## src/rtl/pe_weight_loader_if.sv

```systemverilog
// Bundle of the control, AXI-read-side and weight-bus signals of pe_weight_loader.
//
// Handshake semantics: START is a single-cycle request that is accepted only
// while BUSY is low; any START seen while BUSY is high is dropped. On the read
// side M_AXI_RVALID_RREADY is the already-qualified beat strobe (RVALID && RREADY),
// so every cycle it is high carries exactly one beat on M_AXI_RDATA. TXN_DONE
// and AXI_ERROR are single-cycle status strobes from the AXI master FSM.
interface pe_weight_loader_if #(
    parameter int DATA_WIDTH = 32,
    parameter int ROW_WIDTH  = 40
);
    logic                  START;
    logic [DATA_WIDTH-1:0] WEIGHT_BASE_ADDR;
    logic [DATA_WIDTH-1:0] M_TARGET_SLAVE_BASE_AR_ADDR;
    logic                  INIT_AXI_RD_TXN;
    logic [DATA_WIDTH-1:0] M_AXI_RDATA;
    logic                  M_AXI_RVALID_RREADY;
    logic                  TXN_DONE;
    logic                  AXI_ERROR;
    logic [ROW_WIDTH-1:0]  WEIGHTS_OUT_0;
    logic [ROW_WIDTH-1:0]  WEIGHTS_OUT_1;
    logic [ROW_WIDTH-1:0]  WEIGHTS_OUT_2;
    logic [ROW_WIDTH-1:0]  WEIGHTS_OUT_3;
    logic [ROW_WIDTH-1:0]  WEIGHTS_OUT_4;
    logic                  WEIGHTS_VALID;
    logic                  BUSY;
    logic                  DONE;
    logic                  LOAD_ERROR;
    logic [2:0]            state_dbg;

    // The loader itself.
    modport slave (
        input  START, WEIGHT_BASE_ADDR, M_AXI_RDATA, M_AXI_RVALID_RREADY,
               TXN_DONE, AXI_ERROR,
        output M_TARGET_SLAVE_BASE_AR_ADDR, INIT_AXI_RD_TXN,
               WEIGHTS_OUT_0, WEIGHTS_OUT_1, WEIGHTS_OUT_2, WEIGHTS_OUT_3, WEIGHTS_OUT_4,
               WEIGHTS_VALID, BUSY, DONE, LOAD_ERROR, state_dbg
    );

    // Whoever drives the loader (register block plus AXI master FSM).
    modport master (
        output START, WEIGHT_BASE_ADDR, M_AXI_RDATA, M_AXI_RVALID_RREADY,
               TXN_DONE, AXI_ERROR,
        input  M_TARGET_SLAVE_BASE_AR_ADDR, INIT_AXI_RD_TXN,
               WEIGHTS_OUT_0, WEIGHTS_OUT_1, WEIGHTS_OUT_2, WEIGHTS_OUT_3, WEIGHTS_OUT_4,
               WEIGHTS_VALID, BUSY, DONE, LOAD_ERROR, state_dbg
    );
endinterface

```

## src/rtl/pe_weight_loader.sv

```systemverilog
// Fetches one PE weight tile with a single AXI read burst, unpacks the beats
// into shadow byte registers and commits the whole tile to the PE weight bus
// in one cycle, so the array keeps stable weights while the next tile loads.
module pe_weight_loader #(
    parameter int C_M00_AXI_DATA_WIDTH = 32,
    parameter int C_M00_AXI_BURST_LEN  = 16,
    parameter int PE_ROWS              = 5,
    parameter int PE_COLS              = 5,
    parameter int BYTE_LEN             = 8
) (
    input  logic            CLK,
    input  logic            RESETN,
    pe_weight_loader_if.slave bus
);
    localparam int NUM_BYTES  = PE_ROWS * PE_COLS;
    localparam int BEAT_BYTES = C_M00_AXI_DATA_WIDTH / BYTE_LEN;
    localparam int NUM_WORDS  = (NUM_BYTES * BYTE_LEN + C_M00_AXI_DATA_WIDTH - 1) / C_M00_AXI_DATA_WIDTH;
    // A burst can never deliver more beats than its length, so the counter stops at the smaller.
    localparam int CNT_LIMIT  = (C_M00_AXI_BURST_LEN < NUM_WORDS) ? C_M00_AXI_BURST_LEN : NUM_WORDS;
    localparam int CNT_W      = $clog2(NUM_WORDS + 1);
    localparam int ROW_W      = PE_COLS * BYTE_LEN;

    typedef enum logic [2:0] {
        S_IDLE = 3'd0,
        S_REQ  = 3'd1,
        S_RECV = 3'd2,
        S_DONE = 3'd3,
        S_ERR  = 3'd4
    } state_t;

    state_t                         state;
    logic [CNT_W-1:0]               beat_cnt;
    logic [CNT_W-1:0]               beat_cnt_next;
    logic [BYTE_LEN-1:0]            shadow_q    [NUM_BYTES];
    logic [BYTE_LEN-1:0]            shadow_next [NUM_BYTES];
    logic [ROW_W-1:0]               rows_q      [PE_ROWS];
    logic                           beat_fire;
    logic [C_M00_AXI_DATA_WIDTH-1:0] addr_q;
    logic                           init_q;
    logic                           busy_q;
    logic                           done_q;
    logic                           valid_q;
    logic                           err_q;

    // Beat acceptance and the shadow image including this cycle's beat, so a
    // beat arriving together with TXN_DONE is counted and committed.
    always_comb begin
        beat_fire     = (state == S_RECV) && bus.M_AXI_RVALID_RREADY
                        && (beat_cnt < CNT_W'(CNT_LIMIT));
        beat_cnt_next = beat_cnt;
        if (beat_fire) begin
            beat_cnt_next = beat_cnt + 1'b1;
        end
        shadow_next = shadow_q;
        for (int k = 0; k < NUM_BYTES; k++) begin
            if (beat_fire && ((k / BEAT_BYTES) == int'(beat_cnt))) begin
                shadow_next[k] = bus.M_AXI_RDATA[(k % BEAT_BYTES) * BYTE_LEN +: BYTE_LEN];
            end
        end
    end

    // Load sequencer: state, counters, shadow/committed weights and all registered outputs.
    always_ff @(posedge CLK) begin
        if (!RESETN) begin
            state    <= S_IDLE;
            beat_cnt <= '0;
            addr_q   <= '0;
            init_q   <= 1'b0;
            busy_q   <= 1'b0;
            done_q   <= 1'b0;
            valid_q  <= 1'b0;
            err_q    <= 1'b0;
            for (int k = 0; k < NUM_BYTES; k++) begin
                shadow_q[k] <= '0;
            end
            for (int r = 0; r < PE_ROWS; r++) begin
                rows_q[r] <= '0;
            end
        end else begin
            shadow_q <= shadow_next;
            beat_cnt <= beat_cnt_next;
            case (state)
                S_IDLE: begin
                    if (bus.START) begin
                        state    <= S_REQ;
                        busy_q   <= 1'b1;
                        init_q   <= 1'b1;
                        addr_q   <= bus.WEIGHT_BASE_ADDR;
                        err_q    <= 1'b0;
                        valid_q  <= 1'b0;
                        beat_cnt <= '0;
                    end
                end
                S_REQ: begin
                    init_q <= 1'b0;
                    if (bus.AXI_ERROR) begin
                        state <= S_ERR;
                        err_q <= 1'b1;
                    end else begin
                        state <= S_RECV;
                    end
                end
                S_RECV: begin
                    if (bus.AXI_ERROR) begin
                        state <= S_ERR;
                        err_q <= 1'b1;
                    end else if (bus.TXN_DONE) begin
                        if (beat_cnt_next >= CNT_W'(NUM_WORDS)) begin
                            state   <= S_DONE;
                            done_q  <= 1'b1;
                            valid_q <= 1'b1;
                            for (int r = 0; r < PE_ROWS; r++) begin
                                for (int c = 0; c < PE_COLS; c++) begin
                                    rows_q[r][c * BYTE_LEN +: BYTE_LEN] <= shadow_next[r * PE_COLS + c];
                                end
                            end
                        end else begin
                            state <= S_ERR;
                            err_q <= 1'b1;
                        end
                    end
                end
                S_DONE: begin
                    done_q <= 1'b0;
                    state  <= S_IDLE;
                    busy_q <= 1'b0;
                end
                S_ERR: begin
                    state  <= S_IDLE;
                    busy_q <= 1'b0;
                end
                default: begin
                    state  <= S_IDLE;
                    busy_q <= 1'b0;
                    init_q <= 1'b0;
                    done_q <= 1'b0;
                end
            endcase
        end
    end

    assign bus.M_TARGET_SLAVE_BASE_AR_ADDR = addr_q;
    assign bus.INIT_AXI_RD_TXN             = init_q;
    assign bus.WEIGHTS_OUT_0               = rows_q[0];
    assign bus.WEIGHTS_OUT_1               = rows_q[1];
    assign bus.WEIGHTS_OUT_2               = rows_q[2];
    assign bus.WEIGHTS_OUT_3               = rows_q[3];
    assign bus.WEIGHTS_OUT_4               = rows_q[4];
    assign bus.WEIGHTS_VALID               = valid_q;
    assign bus.BUSY                        = busy_q;
    assign bus.DONE                        = done_q;
    assign bus.LOAD_ERROR                  = err_q;
    assign bus.state_dbg                   = state;
endmodule
```

## src/flat_wrapper.sv

```systemverilog
// flat-port wrapper written by rule: the top's interface ports become plain ports
module pe_weight_loader_flat 
#(
    parameter int C_M00_AXI_DATA_WIDTH = 32,
    parameter int C_M00_AXI_BURST_LEN  = 16,
    parameter int PE_ROWS              = 5,
    parameter int PE_COLS              = 5,
    parameter int BYTE_LEN             = 8
)
  (CLK, RESETN, bus_START, bus_WEIGHT_BASE_ADDR, bus_M_AXI_RDATA, bus_M_AXI_RVALID_RREADY, bus_TXN_DONE, bus_AXI_ERROR, bus_M_TARGET_SLAVE_BASE_AR_ADDR, bus_INIT_AXI_RD_TXN, bus_WEIGHTS_OUT_0, bus_WEIGHTS_OUT_1, bus_WEIGHTS_OUT_2, bus_WEIGHTS_OUT_3, bus_WEIGHTS_OUT_4, bus_WEIGHTS_VALID, bus_BUSY, bus_DONE, bus_LOAD_ERROR, bus_state_dbg);
  pe_weight_loader_if bus_i ();
  input  logic CLK;
  input  logic RESETN;
  input wire logic [$bits(bus_i.START)-1:0] bus_START;
  input wire logic [$bits(bus_i.WEIGHT_BASE_ADDR)-1:0] bus_WEIGHT_BASE_ADDR;
  input wire logic [$bits(bus_i.M_AXI_RDATA)-1:0] bus_M_AXI_RDATA;
  input wire logic [$bits(bus_i.M_AXI_RVALID_RREADY)-1:0] bus_M_AXI_RVALID_RREADY;
  input wire logic [$bits(bus_i.TXN_DONE)-1:0] bus_TXN_DONE;
  input wire logic [$bits(bus_i.AXI_ERROR)-1:0] bus_AXI_ERROR;
  output wire logic [$bits(bus_i.M_TARGET_SLAVE_BASE_AR_ADDR)-1:0] bus_M_TARGET_SLAVE_BASE_AR_ADDR;
  output wire logic [$bits(bus_i.INIT_AXI_RD_TXN)-1:0] bus_INIT_AXI_RD_TXN;
  output wire logic [$bits(bus_i.WEIGHTS_OUT_0)-1:0] bus_WEIGHTS_OUT_0;
  output wire logic [$bits(bus_i.WEIGHTS_OUT_1)-1:0] bus_WEIGHTS_OUT_1;
  output wire logic [$bits(bus_i.WEIGHTS_OUT_2)-1:0] bus_WEIGHTS_OUT_2;
  output wire logic [$bits(bus_i.WEIGHTS_OUT_3)-1:0] bus_WEIGHTS_OUT_3;
  output wire logic [$bits(bus_i.WEIGHTS_OUT_4)-1:0] bus_WEIGHTS_OUT_4;
  output wire logic [$bits(bus_i.WEIGHTS_VALID)-1:0] bus_WEIGHTS_VALID;
  output wire logic [$bits(bus_i.BUSY)-1:0] bus_BUSY;
  output wire logic [$bits(bus_i.DONE)-1:0] bus_DONE;
  output wire logic [$bits(bus_i.LOAD_ERROR)-1:0] bus_LOAD_ERROR;
  output wire logic [$bits(bus_i.state_dbg)-1:0] bus_state_dbg;
  assign bus_i.START = bus_START;
  assign bus_i.WEIGHT_BASE_ADDR = bus_WEIGHT_BASE_ADDR;
  assign bus_i.M_AXI_RDATA = bus_M_AXI_RDATA;
  assign bus_i.M_AXI_RVALID_RREADY = bus_M_AXI_RVALID_RREADY;
  assign bus_i.TXN_DONE = bus_TXN_DONE;
  assign bus_i.AXI_ERROR = bus_AXI_ERROR;
  assign bus_M_TARGET_SLAVE_BASE_AR_ADDR = bus_i.M_TARGET_SLAVE_BASE_AR_ADDR;
  assign bus_INIT_AXI_RD_TXN = bus_i.INIT_AXI_RD_TXN;
  assign bus_WEIGHTS_OUT_0 = bus_i.WEIGHTS_OUT_0;
  assign bus_WEIGHTS_OUT_1 = bus_i.WEIGHTS_OUT_1;
  assign bus_WEIGHTS_OUT_2 = bus_i.WEIGHTS_OUT_2;
  assign bus_WEIGHTS_OUT_3 = bus_i.WEIGHTS_OUT_3;
  assign bus_WEIGHTS_OUT_4 = bus_i.WEIGHTS_OUT_4;
  assign bus_WEIGHTS_VALID = bus_i.WEIGHTS_VALID;
  assign bus_BUSY = bus_i.BUSY;
  assign bus_DONE = bus_i.DONE;
  assign bus_LOAD_ERROR = bus_i.LOAD_ERROR;
  assign bus_state_dbg = bus_i.state_dbg;
  pe_weight_loader #(.C_M00_AXI_DATA_WIDTH(C_M00_AXI_DATA_WIDTH), .C_M00_AXI_BURST_LEN(C_M00_AXI_BURST_LEN), .PE_ROWS(PE_ROWS), .PE_COLS(PE_COLS), .BYTE_LEN(BYTE_LEN)) u_core (.CLK(CLK), .RESETN(RESETN), .bus(bus_i));
endmodule
```

## config.mk

```make
export PLATFORM = sky130hd
export DESIGN_NAME = pe_weight_loader_flat
export DESIGN_NICKNAME = d
export VERILOG_FILES = /design/src/rtl/pe_weight_loader_if.sv /design/src/rtl/pe_weight_loader.sv /design/src/flat_wrapper.sv
export SDC_FILE = /design/constraint.sdc
export NUM_CORES = 1
export LEC_CHECK = 0
export CAP_MARGIN = 40
export CORE_MARGIN = 2
export CORE_UTILIZATION = 52
export DETAILED_ROUTE_END_ITERATION = 12
export PLACE_DENSITY = 0.8
export SYNTH_ARGS = -nofsm -noshare
export SYNTH_HDL_FRONTEND = slang
export SYNTH_SLANG_ARGS = --single-unit
```

## constraint.sdc

```tcl
create_clock -name CLK -period 24.7 [get_ports CLK]
set_clock_uncertainty 0.1 [all_clocks]
set_input_delay 2.47 -clock CLK [delete_from_list [all_inputs] [get_ports CLK]]
set_output_delay 2.47 -clock CLK [all_outputs]
set_load 0.01 [all_outputs]
```

==> flow_metrics.py <==
metrics = {
    "outcome": {
        "status": "complete, no violations",
    },
    "critical_path": {
        "critPathLaunch": "bus_M_AXI_RVALID_RREADY",
        "crit_end": "u_core.rows_q[1][2]$_SDFFCE_PN0P_",
        "cp-end-kind": "register",
        "worst-path-max-fanout": 74,
        "reg2reg_depth": 7,
        "worstPathArrival_ps": 5250,
        "crit_type": "input port to register",
        "rr_startpoint": "u_core.beat_cnt[0]$_SDFF_PN0_",
        "reg2reg_slack_ps": 21210,
        "worstSetupStartpointType": "input port",
        "crit_required_ps": 24850,
        "worstReg2RegEnd": "u_core.rows_q[1][2]$_SDFFCE_PN0P_",
    },
    "pwr": {
        "powerDensity_nw_per_um2": 73.0,
        "total_power_w": 0.00154,
        "p_leak_nw": 8.58,
        "peakVddDrop_mv": 0.0523,
    },
    "clock_network": {
        "clockBufferDepth": 3,
        "clkLatencyLatePin_ps": 530,
        "cts_resized": 0,
        "cts-htree-levels": 2,
        "post_cts_buffers": 0,
        "numCtsBuffers": 44,
        "clkTransAtPathRegs_ps": 60,
        "cts.sinks": 443,
        "hold_buffers": 0,
        "cts_tree": "yes",
        "cts-root-buf": "clkbuf_16",
    },
    "finish": {
        "final_common_cell": "clkdlybuf4s50_1",
        "antennaDiodeCount": 0,
        "nets": 1655,
        "syn_to_final_growth_pct": 30.4,
        "drive_gt1_share_pct": 5.57,
        "mostFrequentLayoutCells": "308 x clkdlybuf4s50_1, 243 x dfxtp_1, 206 x nor2_1",
    },
    "drt": {
        "drtAntennaViolNets": 0,
        "first_pass_iters": 5,
        "drc": 0,
        "routed_wl_um": 36600,
        "via_count": 10400,
        "vias_per_cell": 5.17,
        "wl_per_cell_um": 18.2,
        "drt_iter0_drc": 628,
    },
    "floorplan": {
        "std_cell_rows": 64,
        "start_util_pct": 52.8,
        "die_area_um2": 32500,
        "core_area_um2": 30600,
        "io_pins": 310,
        "die-width_um": 180,
        "die_y_um": 180,
    },
    "global_route": {
        "grt_max_degree": 113,
        "grt.total_usage_pct": 22.3,
        "overflow": 0,
        "grt_pass1_wl_um": 57800,
        "antenna_found_initial": 0,
        "grt_pass1_vias": 10500,
    },
    "hold_path": {
        "hp-start": "u_core.bus.M_TARGET_SLAVE_BASE_AR_ADDR[22]$_SDFFE_PN0P_",
        "hold_class": "register to register",
    },
    "placement": {
        "place_hpwl_um": 23100,
        "port_buffers": 309,
        "place_congestion": 0.746,
    },
    "yosys": {
        "synth_top_area_share_pct": 37.2,
        "synth.net_count": 1360,
        "synth_warnings": 0,
        "yosysUniqueCellTypes": 33,
        "synth_edf_count": 200,
        "syn_area_um2": 16200,
        "syn_avg_cell_area_um2": 12.6,
        "yosysSeqAreaShare_pct": 67.3,
        "ys_ff_latch": 443,
        "synth_top_area_cell": "edfxtp_1",
        "async_flop_share_pct": 0,
        "synthCells": 1285,
        "netlist_top_cells_area": "edfxtp_1 37%, dfxtp_1 30%, mux2i_1 12%, nor2b_1 7.8%, nor2_1 4.8%",
        "synthFlopType": "dfxtp_1",
    },
    "timing": {
        "report.final.slew_viol_count": 0,
        "rsz0062_at_grt": "no",
        "fmax_mhz": 196,
        "hold_viol": 0,
        "setup_viol": 0,
        "slew_headroom_pct": 46.1,
        "worstMarginPinSlew_ps": 808,
        "setup_tns_ps": 0,
        "period_needed_ps": 5100,
        "finalCritPeriodShare_pct": 20.7,
    },
    "flow_run": {
        "cap_violations": 0,
    },
}
## stage by stage
| step | cells | util, % | cell area (µm²) | hold slack (ps) | setup slack [ps] |
|---|---|---|---|---|---|
| global route | 2012 | 68.9 | 21100 | 379 | 19400 |
| floorplan | 1285 | - | 16200 | 378 | 6160 |
| detailed placement | 1930 | 64.2 | 19600 | 360 | 19040 |
| global placement | 1925 | 63.8 | 19500 | 343 | 18770 |
| CTS | 2012 | 68.9 | 21100 | 366 | 19600 |
| finish | 2012 | 68.9 | 21100 | 367 | 19600 |
## how the worst min path moves through the flow
stage,to,depth (start not counted)
3_5_place_dp,u_core.bus.M_TARGET_SLAVE_BASE_AR_ADDR[16]$_SDFFE_PN0P_,2
2_1_floorplan,u_core.bus.WEIGHTS_VALID$_SDFFE_PN0P_,2
6_report,u_core.bus.M_TARGET_SLAVE_BASE_AR_ADDR[22]$_SDFFE_PN0P_,2
3_3_place_gp,u_core.bus.WEIGHTS_VALID$_SDFFE_PN0P_,2
5_1_grt,u_core.bus.M_TARGET_SLAVE_BASE_AR_ADDR[16]$_SDFFE_PN0P_,2
4_1_cts,u_core.bus.M_TARGET_SLAVE_BASE_AR_ADDR[16]$_SDFFE_PN0P_,2
## registers in the layout (all words and copies together), names as in the netlist, 3 cells and up
register and cells:
u_core.bus.state_dbg 3, u_core.shadow_q 200, u_core.beat_cnt 3, u_core.rows_q 200, u_core.bus.M_TARGET_SLAVE_BASE_AR_ADDR 32
## synth_stat cells, types with 2 or more instances
master    instances
nand3_2           3
a21boi_1          2
nand2b_1          2
a211oi_1          2
nand4_1           2
nand3_1          10
o21ai_0           4
nor2_1          206
clkbuf_1         35
buf_2            29
ha_1              5
nor2b_1         201
buf_4            12
edfxtp_1        200
a21boi_0         32
mux2i_1         200
nand2_1          69
nor4_1            2
a21oi_1           5
dfxtp_1         243
inv_1             7
and2_1            3
## layer usage
metal | share of wire, % | wire (µm) | vias up | track usage [%]
met5 | 0 | 0 | - | 0
met4 | 1.6 | 594 | 0 | 5.13
met3 | 8.1 | 2970 | 43 | 6.39
met2 | 48 | 17600 | 389 | 36.5
met1 | 42 | 15500 | 5031 | 29.6
li1 | - | - | 4929 | -
## cells by family (layout without fill, tap and decap cells)
family / after synthesis / after routing / share of synthesized area [%]
and+or+nand+nor: 502 / 502 / 15.2
AOI/OAI and AO/OA: 51 / 51 / 2.27
adders and majority gates: 5 / 5 / 0.387
buffers and inverters: 84 / 415 / 2.50
muxes: 200 / 200 / 12.4
DFF: 443 / 443 / 67.3
## layout make-up
cell class / count / area [µm²]
tap: 396 / 495
inverter: 7 / 26.3
clock inverter: 24 / 215
timing repair buffer: 326 / 3320
multi-input combinational: 758 / 4930
fill: 2182 / 9510
clock buffer: 58 / 1220
sequential: 443 / 10900
## worst max-delay path, cell delays in order
cell,delay [ps]
clkdlybuf4s50_1,400
and4bb_2,350
a21boi_1,420
or3_4,690
buf_4,770
nor2_1,130
## power by group
part	switching, W	total, W	internal [W]
logic	0.0000444	0.0000935	0.0000491
registers	0.00000832	0.000789	0.000781
clock network	0.000265	0.000656	0.000391
No activity file was read; power rests on OpenSTA's default activity.
